==> src/rtl/cdb_arbiter_pkg.sv <==
// ============================================================================
// Module : cdb_arbiter_pkg
// Brief  : Shared CDB types, sizes and helpers for the CDB arbiter slice.
// Rev    : 1.0  initial release
// ============================================================================
`default_nettype none

package cdb_arbiter_pkg;
   localparam int NUM_RS        = 6;
   localparam int XLEN_DEF      = 32;
   localparam int ROB_TAG_W_DEF = 5;
   localparam int ZERO_REG      = 0;

   typedef logic [ROB_TAG_W_DEF-1:0]     ROB_TAG;
   typedef logic [$clog2(NUM_RS+1)-1:0]  RS_TAG;

   typedef struct packed {
      ROB_TAG               rob_tag;
      logic [XLEN_DEF-1:0]  v;
   } CDB_PACKET;

   // Index width that stays legal for a single requester.
   function automatic int ptr_width(input int n);
      return (n > 1) ? $clog2(n) : 1;
   endfunction
endpackage

`default_nettype wire

==> src/rtl/cdb_arbiter_rr.sv <==
// ============================================================================
// Module : rr_arbiter
// Brief  : Combinational round-robin picker; first request at or after ptr.
// Rev    : 1.0  initial release
// ============================================================================
`default_nettype none

module rr_arbiter
   import cdb_arbiter_pkg::*;
#(
   parameter int N = 6
) (
   input  logic [N-1:0]              req,
   input  logic [ptr_width(N)-1:0]   ptr,
   output logic [N-1:0]              grant,
   output logic [ptr_width(N)-1:0]   grant_idx,
   output logic                      grant_valid
);
   localparam int PTR_W = ptr_width(N);

   logic             w_found_hi;
   logic [PTR_W-1:0] w_hi_idx;
   logic [PTR_W-1:0] w_lo_idx;

   // Lowest request at/above ptr wins; otherwise wrap to the lowest overall.
   always_comb begin
      w_found_hi  = 1'b0;
      w_hi_idx    = '0;
      w_lo_idx    = '0;
      grant_valid = 1'b0;
      for (int i = N-1; i >= 0; i--) begin
         if (req[i]) begin
            grant_valid = 1'b1;
            w_lo_idx    = PTR_W'(i);
            if (PTR_W'(i) >= ptr) begin
               w_found_hi = 1'b1;
               w_hi_idx   = PTR_W'(i);
            end
         end
      end
      grant_idx = w_found_hi ? w_hi_idx : w_lo_idx;
      grant     = grant_valid ? (N'(1) << grant_idx) : '0;
   end
endmodule

`default_nettype wire

==> src/rtl/cdb_arbiter.sv <==
// ============================================================================
// Module : cdb_arbiter
// Brief  : Hold buffers per FU, round-robin CDB broadcast, fu_done free pulse.
// Rev    : 1.0  initial release
// ============================================================================
`default_nettype none

module cdb_arbiter
   import cdb_arbiter_pkg::*;
#(
   parameter int NUM_REQ   = NUM_RS,
   parameter int XLEN      = XLEN_DEF,
   parameter int ROB_TAG_W = ROB_TAG_W_DEF
) (
   input  logic                      clock,
   input  logic                      reset,
   input  logic                      squash,
   input  logic [NUM_REQ-1:0]        fu_req_valid,
   input  logic [NUM_REQ*ROB_TAG_W-1:0] fu_req_tag,
   input  logic [NUM_REQ*XLEN-1:0]   fu_req_value,
   output logic [NUM_REQ-1:0]        fu_req_ready,
   output logic                      cdb_valid,
   output logic [ROB_TAG_W-1:0]      cdb_rob_tag,
   output logic [XLEN-1:0]           cdb_value,
   output logic [NUM_REQ:0]          fu_done,
   output logic                      starve_err
);
   localparam int               PTR_W   = ptr_width(NUM_REQ);
   localparam int               CNT_W   = $clog2(NUM_REQ+2);
   localparam logic [CNT_W-1:0] CNT_MAX = CNT_W'(NUM_REQ+1);

   // Same layout as CDB_PACKET, sized by this instance's parameters.
   typedef struct packed {
      logic [ROB_TAG_W-1:0] rob_tag;
      logic [XLEN-1:0]      v;
   } cdb_packet_t;

   logic [NUM_REQ-1:0]   r_hold_valid;
   logic [ROB_TAG_W-1:0] r_hold_tag   [NUM_REQ];
   logic [XLEN-1:0]      r_hold_value [NUM_REQ];
   logic [CNT_W-1:0]     r_wait_cnt   [NUM_REQ];
   logic [PTR_W-1:0]     r_rr_ptr;
   cdb_packet_t          r_cdb;
   logic                 r_cdb_valid;
   logic [NUM_REQ:0]     r_fu_done;
   logic                 r_starve_err;

   logic [ROB_TAG_W-1:0] w_req_tag   [NUM_REQ];
   logic [XLEN-1:0]      w_req_value [NUM_REQ];
   logic [NUM_REQ-1:0]   w_grant;
   logic [NUM_REQ-1:0]   w_accept;
   logic [NUM_REQ-1:0]   w_starved;
   logic [PTR_W-1:0]     w_grant_idx;
   logic                 w_grant_valid;

   generate
      for (genvar i = 0; i < NUM_REQ; i++) begin : g_unpack
         assign w_req_tag[i]   = fu_req_tag[i*ROB_TAG_W +: ROB_TAG_W];
         assign w_req_value[i] = fu_req_value[i*XLEN +: XLEN];
         assign w_starved[i]   = (r_wait_cnt[i] == CNT_MAX);
      end
   endgenerate

   // A buffer being drained this cycle can take a new result at the same edge.
   assign fu_req_ready = squash ? '0 : (~r_hold_valid | w_grant);
   assign w_accept     = fu_req_valid & fu_req_ready;

   rr_arbiter #(.N(NUM_REQ)) u_rr (
      .req         (r_hold_valid),
      .ptr         (r_rr_ptr),
      .grant       (w_grant),
      .grant_idx   (w_grant_idx),
      .grant_valid (w_grant_valid)
   );

   always_ff @(posedge clock or posedge reset) begin
      if (reset) begin
         r_hold_valid <= '0;
         for (int i = 0; i < NUM_REQ; i++) begin
            r_hold_tag[i]   <= '0;
            r_hold_value[i] <= '0;
            r_wait_cnt[i]   <= '0;
         end
      end else if (squash) begin
         r_hold_valid <= '0;
         for (int i = 0; i < NUM_REQ; i++) r_wait_cnt[i] <= '0;
      end else begin
         for (int i = 0; i < NUM_REQ; i++) begin
            // Tag zero means "no destination": handshake completes, nothing stored.
            if (w_accept[i] && (w_req_tag[i] != ROB_TAG_W'(ZERO_REG))) begin
               r_hold_valid[i] <= 1'b1;
               r_hold_tag[i]   <= w_req_tag[i];
               r_hold_value[i] <= w_req_value[i];
            end else if (w_grant[i]) begin
               r_hold_valid[i] <= 1'b0;
            end
            if (w_grant[i])
               r_wait_cnt[i] <= '0;
            else if (r_hold_valid[i] && !w_starved[i])
               r_wait_cnt[i] <= r_wait_cnt[i] + 1'b1;
         end
      end
   end

   always_ff @(posedge clock or posedge reset) begin
      if (reset) begin
         r_rr_ptr     <= '0;
         r_cdb_valid  <= 1'b0;
         r_cdb        <= '0;
         r_fu_done    <= '0;
         r_starve_err <= 1'b0;
      end else if (squash) begin
         r_cdb_valid  <= 1'b0;
         r_cdb        <= '0;
         r_fu_done    <= '0;
         r_starve_err <= 1'b0;
      end else begin
         if (|w_starved) r_starve_err <= 1'b1;
         if (w_grant_valid) begin
            r_cdb_valid   <= 1'b1;
            r_cdb.rob_tag <= r_hold_tag[w_grant_idx];
            r_cdb.v       <= r_hold_value[w_grant_idx];
            r_fu_done     <= {w_grant, 1'b0};
            r_rr_ptr      <= (w_grant_idx == PTR_W'(NUM_REQ-1)) ? '0 : w_grant_idx + 1'b1;
         end else begin
            r_cdb_valid <= 1'b0;
            r_cdb       <= '0;
            r_fu_done   <= '0;
         end
      end
   end

   assign cdb_valid   = r_cdb_valid;
   assign cdb_rob_tag = r_cdb.rob_tag;
   assign cdb_value   = r_cdb.v;
   assign fu_done     = r_fu_done;
   assign starve_err  = r_starve_err;
endmodule

`default_nettype wire

==> config.mk <==
export PLATFORM = sky130hd
export DESIGN_NAME = cdb_arbiter
export DESIGN_NICKNAME = d
export VERILOG_FILES = /design/src/rtl/cdb_arbiter_pkg.sv /design/src/rtl/cdb_arbiter_rr.sv /design/src/rtl/cdb_arbiter.sv
export SDC_FILE = /design/constraint.sdc
export NUM_CORES = 1
export LEC_CHECK = 0
export ABC_AREA = 1
export CORE_MARGIN = 2
export CORE_UTILIZATION = 50
export CTS_BUF_LIST = sky130_fd_sc_hd__clkbuf_4 sky130_fd_sc_hd__clkbuf_8
export DETAILED_ROUTE_END_ITERATION = 6
export PLACE_DENSITY_LB_ADDON = 0.08
export SLEW_MARGIN = 30
export SYNTH_ARGS = -nofsm -noshare
export SYNTH_HDL_FRONTEND = slang
export SYNTH_SLANG_ARGS = --single-unit
==> constraint.sdc <==
create_clock -name clock -period 17 [get_ports clock]
set_clock_uncertainty 0.2 [all_clocks]
set_input_delay 5.1 -clock clock [delete_from_list [all_inputs] [get_ports clock]]
set_output_delay 5.1 -clock clock [all_outputs]
set_load 0.05 [all_outputs]
* Yosys cells after proc, flatten, opt, wreduce, memory -nomap -nowiden
Cells that the tools add are included.
** Operators by class
- Add/subtract/negate cells :: 7
- $lt $le $gt $ge :: 7
- Equality and inequality tests :: 7
- Shift operators :: 1
- Muxes and demuxes :: 80
- Bitwise logic cells :: 5
- Reductions and logical operators :: 45
** Operator list (count)
- $bmux W32 S3 :: 1
- $mux W3 :: 32
- $mux W37 :: 2
- $mux W32 :: 2
- $reduce_bool A3 Y1 :: 12
- $mux W1 :: 34
- $reduce_bool A5 Y1 :: 6
- $add A3 B1 Y3 const B :: 7
- $eq A3 B3 Y1 const B :: 7
- $mux W18 :: 1
- $mux W6 :: 3
- $bmux W5 S3 :: 1
- $mux W7 :: 2
- $reduce_and A2 Y1 :: 7
- $logic_and A1 B1 Y1 :: 12
- $mux W5 :: 2
- $and A6 B6 Y6 :: 1
- $ge A1 B3 Y1 const A :: 2
- $ge A2 B3 Y1 const A :: 2
- $ge A3 B3 Y1 const A :: 2
- $logic_not A1 Y1 :: 6
- $not A6 Y6 :: 1
- $or A6 B6 Y6 :: 1
- $reduce_or A6 Y1 :: 1
- other kinds (5) :: 5
** Storage, ports and cells
- Bits in registers :: 295
- Input bits :: 231
- Output and inout port bits :: 52
- Word-level logic and storage cells :: 182

* Depth between registers and ports, before layout
- Depth after elaboration :: 22
- Mapped depth :: 18
- Depth with buffers taken out :: 15

* Modules after synthesis
Synthesis repeated with hierarchy kept, for this count alone.
** Unflattened totals
- Cells, all modules :: 1810
- Area total of the unflattened synthesis :: 14137.3 µm²
** Modules (own cells, without submodules)
- cdb_arbiter :: times used 1, cells an instance 1757, area an instance 13874.6 µm², sequential area each 7357.1 µm²
- rr_arbiter :: times used 1, cells an instance 53, area an instance 262.8 µm², sequential area each 0.0 µm²

* Worst setup path after synthesis
OpenSTA, ideal clock, no wires.
- Path kind :: input-to-output
- From :: in squash
- To :: out fu_req_ready[3]
- Arrival :: 6098 ps
- Data required time :: 11700 ps
- Path slack :: 5602 ps
- Stages on the path :: 2
- Buffers on the path :: 1
- Cells stage by stage :: clkbuf_1 > a21oi_1
** On the way
- Longest elaborated chain between the ends :: 1
** Ends and longest elaborated chain
- from (decl) :: RTL line cdb_arbiter.sv:17 : input logic squash,
- $mux W6 :: RTL line cdb_arbiter.sv:65 : assign fu_req_ready = squash ? '0 : (~r_hold_valid | w_grant);
- to (decl) :: RTL line cdb_arbiter.sv:21 : output logic [NUM_REQ-1:0] fu_req_ready,
No other way between the ends.

* Worst setup path after layout
- From :: in squash
- To :: out fu_req_ready[5]
The elaborated chain is that of the path after synthesis.

==> summary.txt <==
Vias per cell: 5.52
Pwr Total: 3.68 mW
Area Growth Syn to Fin: 28.6%
Max VDD drop: 0.151 mV
Netlist cell types: 33
Die Y: 171 µm
Resized cells post-CTS: 0
Clock network power share: 0.182
Final Max Tran Viols: 0
Worst hold path class: reg2reg
Full die area: 29200 µm²
Final Hold Viols: 0
Mapped Nets: 1905
Post-CTS Setup Bufs: 0
Crit path capture type: output port
Max-cap violations: 0
Layout Cells excl Fill: 2307
Top_reg_cell synth: dfrtp_1
Cell family with most CP delay: buffers and inverters
Initial core utilization: 0.504
Final antenna-violating net count: 0
Most frequent cells after synthesis: nand2_1 (565), dfrtp_1 (294), nor2_1 (187)
Cell with the most instances after synthesis: nand2_1
Most area-hungry cell type in the Yosys netlist: dfrtp_1
Total CTS buffers: 50
Routed wire length: 44200 µm
CP max stage cell: clkdlybuf4s50_1
Reg2Reg Setup Slack: 12850 ps
Final nets: 2134
PortBufs: 281
Comb pwr share: 0.497
Slowest stage delay, CP: 890 ps
Async S/R FF share, synth: 1.00
Share of post-route cells with drive strength above 1: 0.0954
Row count: 61
Vias: 12700
# DRC: 0
CTS Buffer Depth: 3
Worst Path Buf+Inv: 3
Yosys top cell area share: 0.528
RSZ-0062 raised after global routing: no
Status: complete, no violations
Final Cell Area: 17900 µm²
Area post-placement: 16800 µm²
Register area share after synthesis: 0.528
P_int: 1.94 mW
Req. time, crit path: 11700 ps
Gr ovfl total: 0
Worst setup margin: 4850 ps
Clock Sinks: 294
Crit Path Category: in2out
Max Clock Freq: 82.3 MHz
Switching part of the total: 0.474
Sequential group share of total power: 0.321
Total track usage: 0.306
Pre-antenna DRT Iters: 5
Synth area leaders: dfrtp_1 (53%), nand2_1 (15%), nand4_1 (8.1%)
Die Width: 171 µm
Detail Placement HPWL: 29800 µm
# placed instances: 2215
CTS Hold Bufs: 0
EDFF count, synth: 0
Synth warnings: 0
Net Switching: 1.74 mW
Worst-Skew Late Latency: 580 ps
Yosys reg bits: 294
Average wire per standard cell: 19.2 µm
Pin count of the biggest net entering global routing: 190
Startpoint Class: input pin
Cells after Synth: 1661
Setup_tns: 0 ps
Final setup viols: 0
Critical-path cell list: buf_2, a21oi_4, buf_4, clkdlybuf4s50_1
PwrDens: 206 nW/µm²
Rel. slew slack: 0.371
Clk root buf: clkbuf_8
Worst Tran Pin Value: 944 ps
Crit-path max FO: 38
CP arrival: 6850 ps
Number of diodes: 0
# IOs: 283
TritonCTS clock tree: built
H-tree depth: 2
Synthesized area per cell: 8.39 µm²
Final Core Density: 0.648
First-pass GRT wire length: 68400 µm
Leak: 8.65 nW
DR iter-0 viols: 1186
Core area: 27600 µm²
Routability cong.: 0.923
DP Worst Slack: 4870 ps
Part of the cycle the worst path needs: 0.714
Clk pin slew, worst setup/hold paths: 60 ps
Vias in the first global route: 12400
Synth Cell Area: 13900 µm²
WHS: 272 ps
Initial antenna violation count: 0
Tmin final: 12150 ps
-- cells in the final DEF (no fill, tap or decap), types with 2 or more instances in the layout --
cell	synthesis	layout
clkbuf_8	0	63
mux2_2	32	32
clkbuf_4	0	21
inv_2	2	2
dfrtp_1	294	294
ha_1	13	13
a21oi_1	51	48
a21oi_4	0	2
inv_1	18	17
nand2_1	565	564
nand4_1	181	181
nor2_1	187	187
nor3_1	38	38
o21ai_0	47	47
nand3b_1	4	4
nand2_4	1	2
nand2_2	3	3
xor2_1	6	6
buf_4	21	24
nand3_1	52	52
clkinv_2	0	5
nor2_4	3	3
or2_2	6	6
nand3_2	7	7
nor2_2	2	2
a21oi_2	3	4
clkdlybuf4s50_1	0	280
mux2i_1	10	10
-- power by group through the flow --
stage	combinational, mW	clock (mW)	sequential (mW)
2_1_floorplan	1.12	0	1.27
3_3_place_gp	1.79	0	1.18
3_5_place_dp	1.81	0	1.19
4_1_cts	1.82	0.675	1.18
5_1_grt	2.00	0.711	1.22
6_report	1.83	0.669	1.18
-- tightest hold or removal path: stages (launching register included) --
cell and delay [ps]:
dfrtp_1 340, nand2_1 50, nand2_1 50
-- worst paths after layout --
| path | start | end | cells after the start |
|---|---|---|---|
| setup / recovery | squash | fu_req_ready[5] | 4 |
| hold / removal | r_hold_value[109] | r_hold_value[109] | 2 |
| setup reg to reg | r_hold_valid[4] | r_hold_value[127] | 16 |
| hold reg to reg | r_hold_value[109] | r_hold_value[109] | 2 |
| max in group asynchronous | reset | cdb_value[27] | 4 |
| min in group asynchronous | reset | r_hold_tag[14] | 2 |
-- layer usage --
layer | vias to the layer above | global-route usage | routed length, µm
met1 | 6099 | 0.429 | 18900
met3 | 103 | 0.0463 | 3110
met5 | - | 0 | 0
met4 | 0 | 0.138 | 2060
li1 | 5982 | - | -
met2 | 547 | 0.472 | 20100
-- cell type report --
class	count	area, µm²
clock buffers	84	1020
clock inverters	7	41.3
fillers	2453	9720
inverters	21	88.8
multi-input cells	1216	5890
flip-flops and latches	294	7360
well taps	378	473
repair buffers	307	3040
-- registers in the layout (all words and copies together) (netlist names) --
| name | count |
|---|---|
| fu_done | 6 |
| cdb_value | 32 |
| r_wait_cnt | 18 |
| r_hold_tag | 30 |
| cdb_rob_tag | 5 |
| r_rr_ptr | 3 |
| r_hold_value | 192 |
| cdb_valid | 1 |
| r_hold_valid | 6 |
| starve_err | 1 |
-- logic make-up (layout without fill, tap and decap cells) --
kind of cell	after synthesis	count (layout)	synth area share
mux	42	42	0.0330
simple gates	1050	1050	0.332
flops	294	294	0.528
compound gates	104	104	0.0385
fa+ha+maj	13	13	0.0117
other cells	1	1	0.000269
buf+inv	151	419	0.0526
xor+xnor	6	6	0.00377
Note: power is estimated with default switching activity, not from simulation.
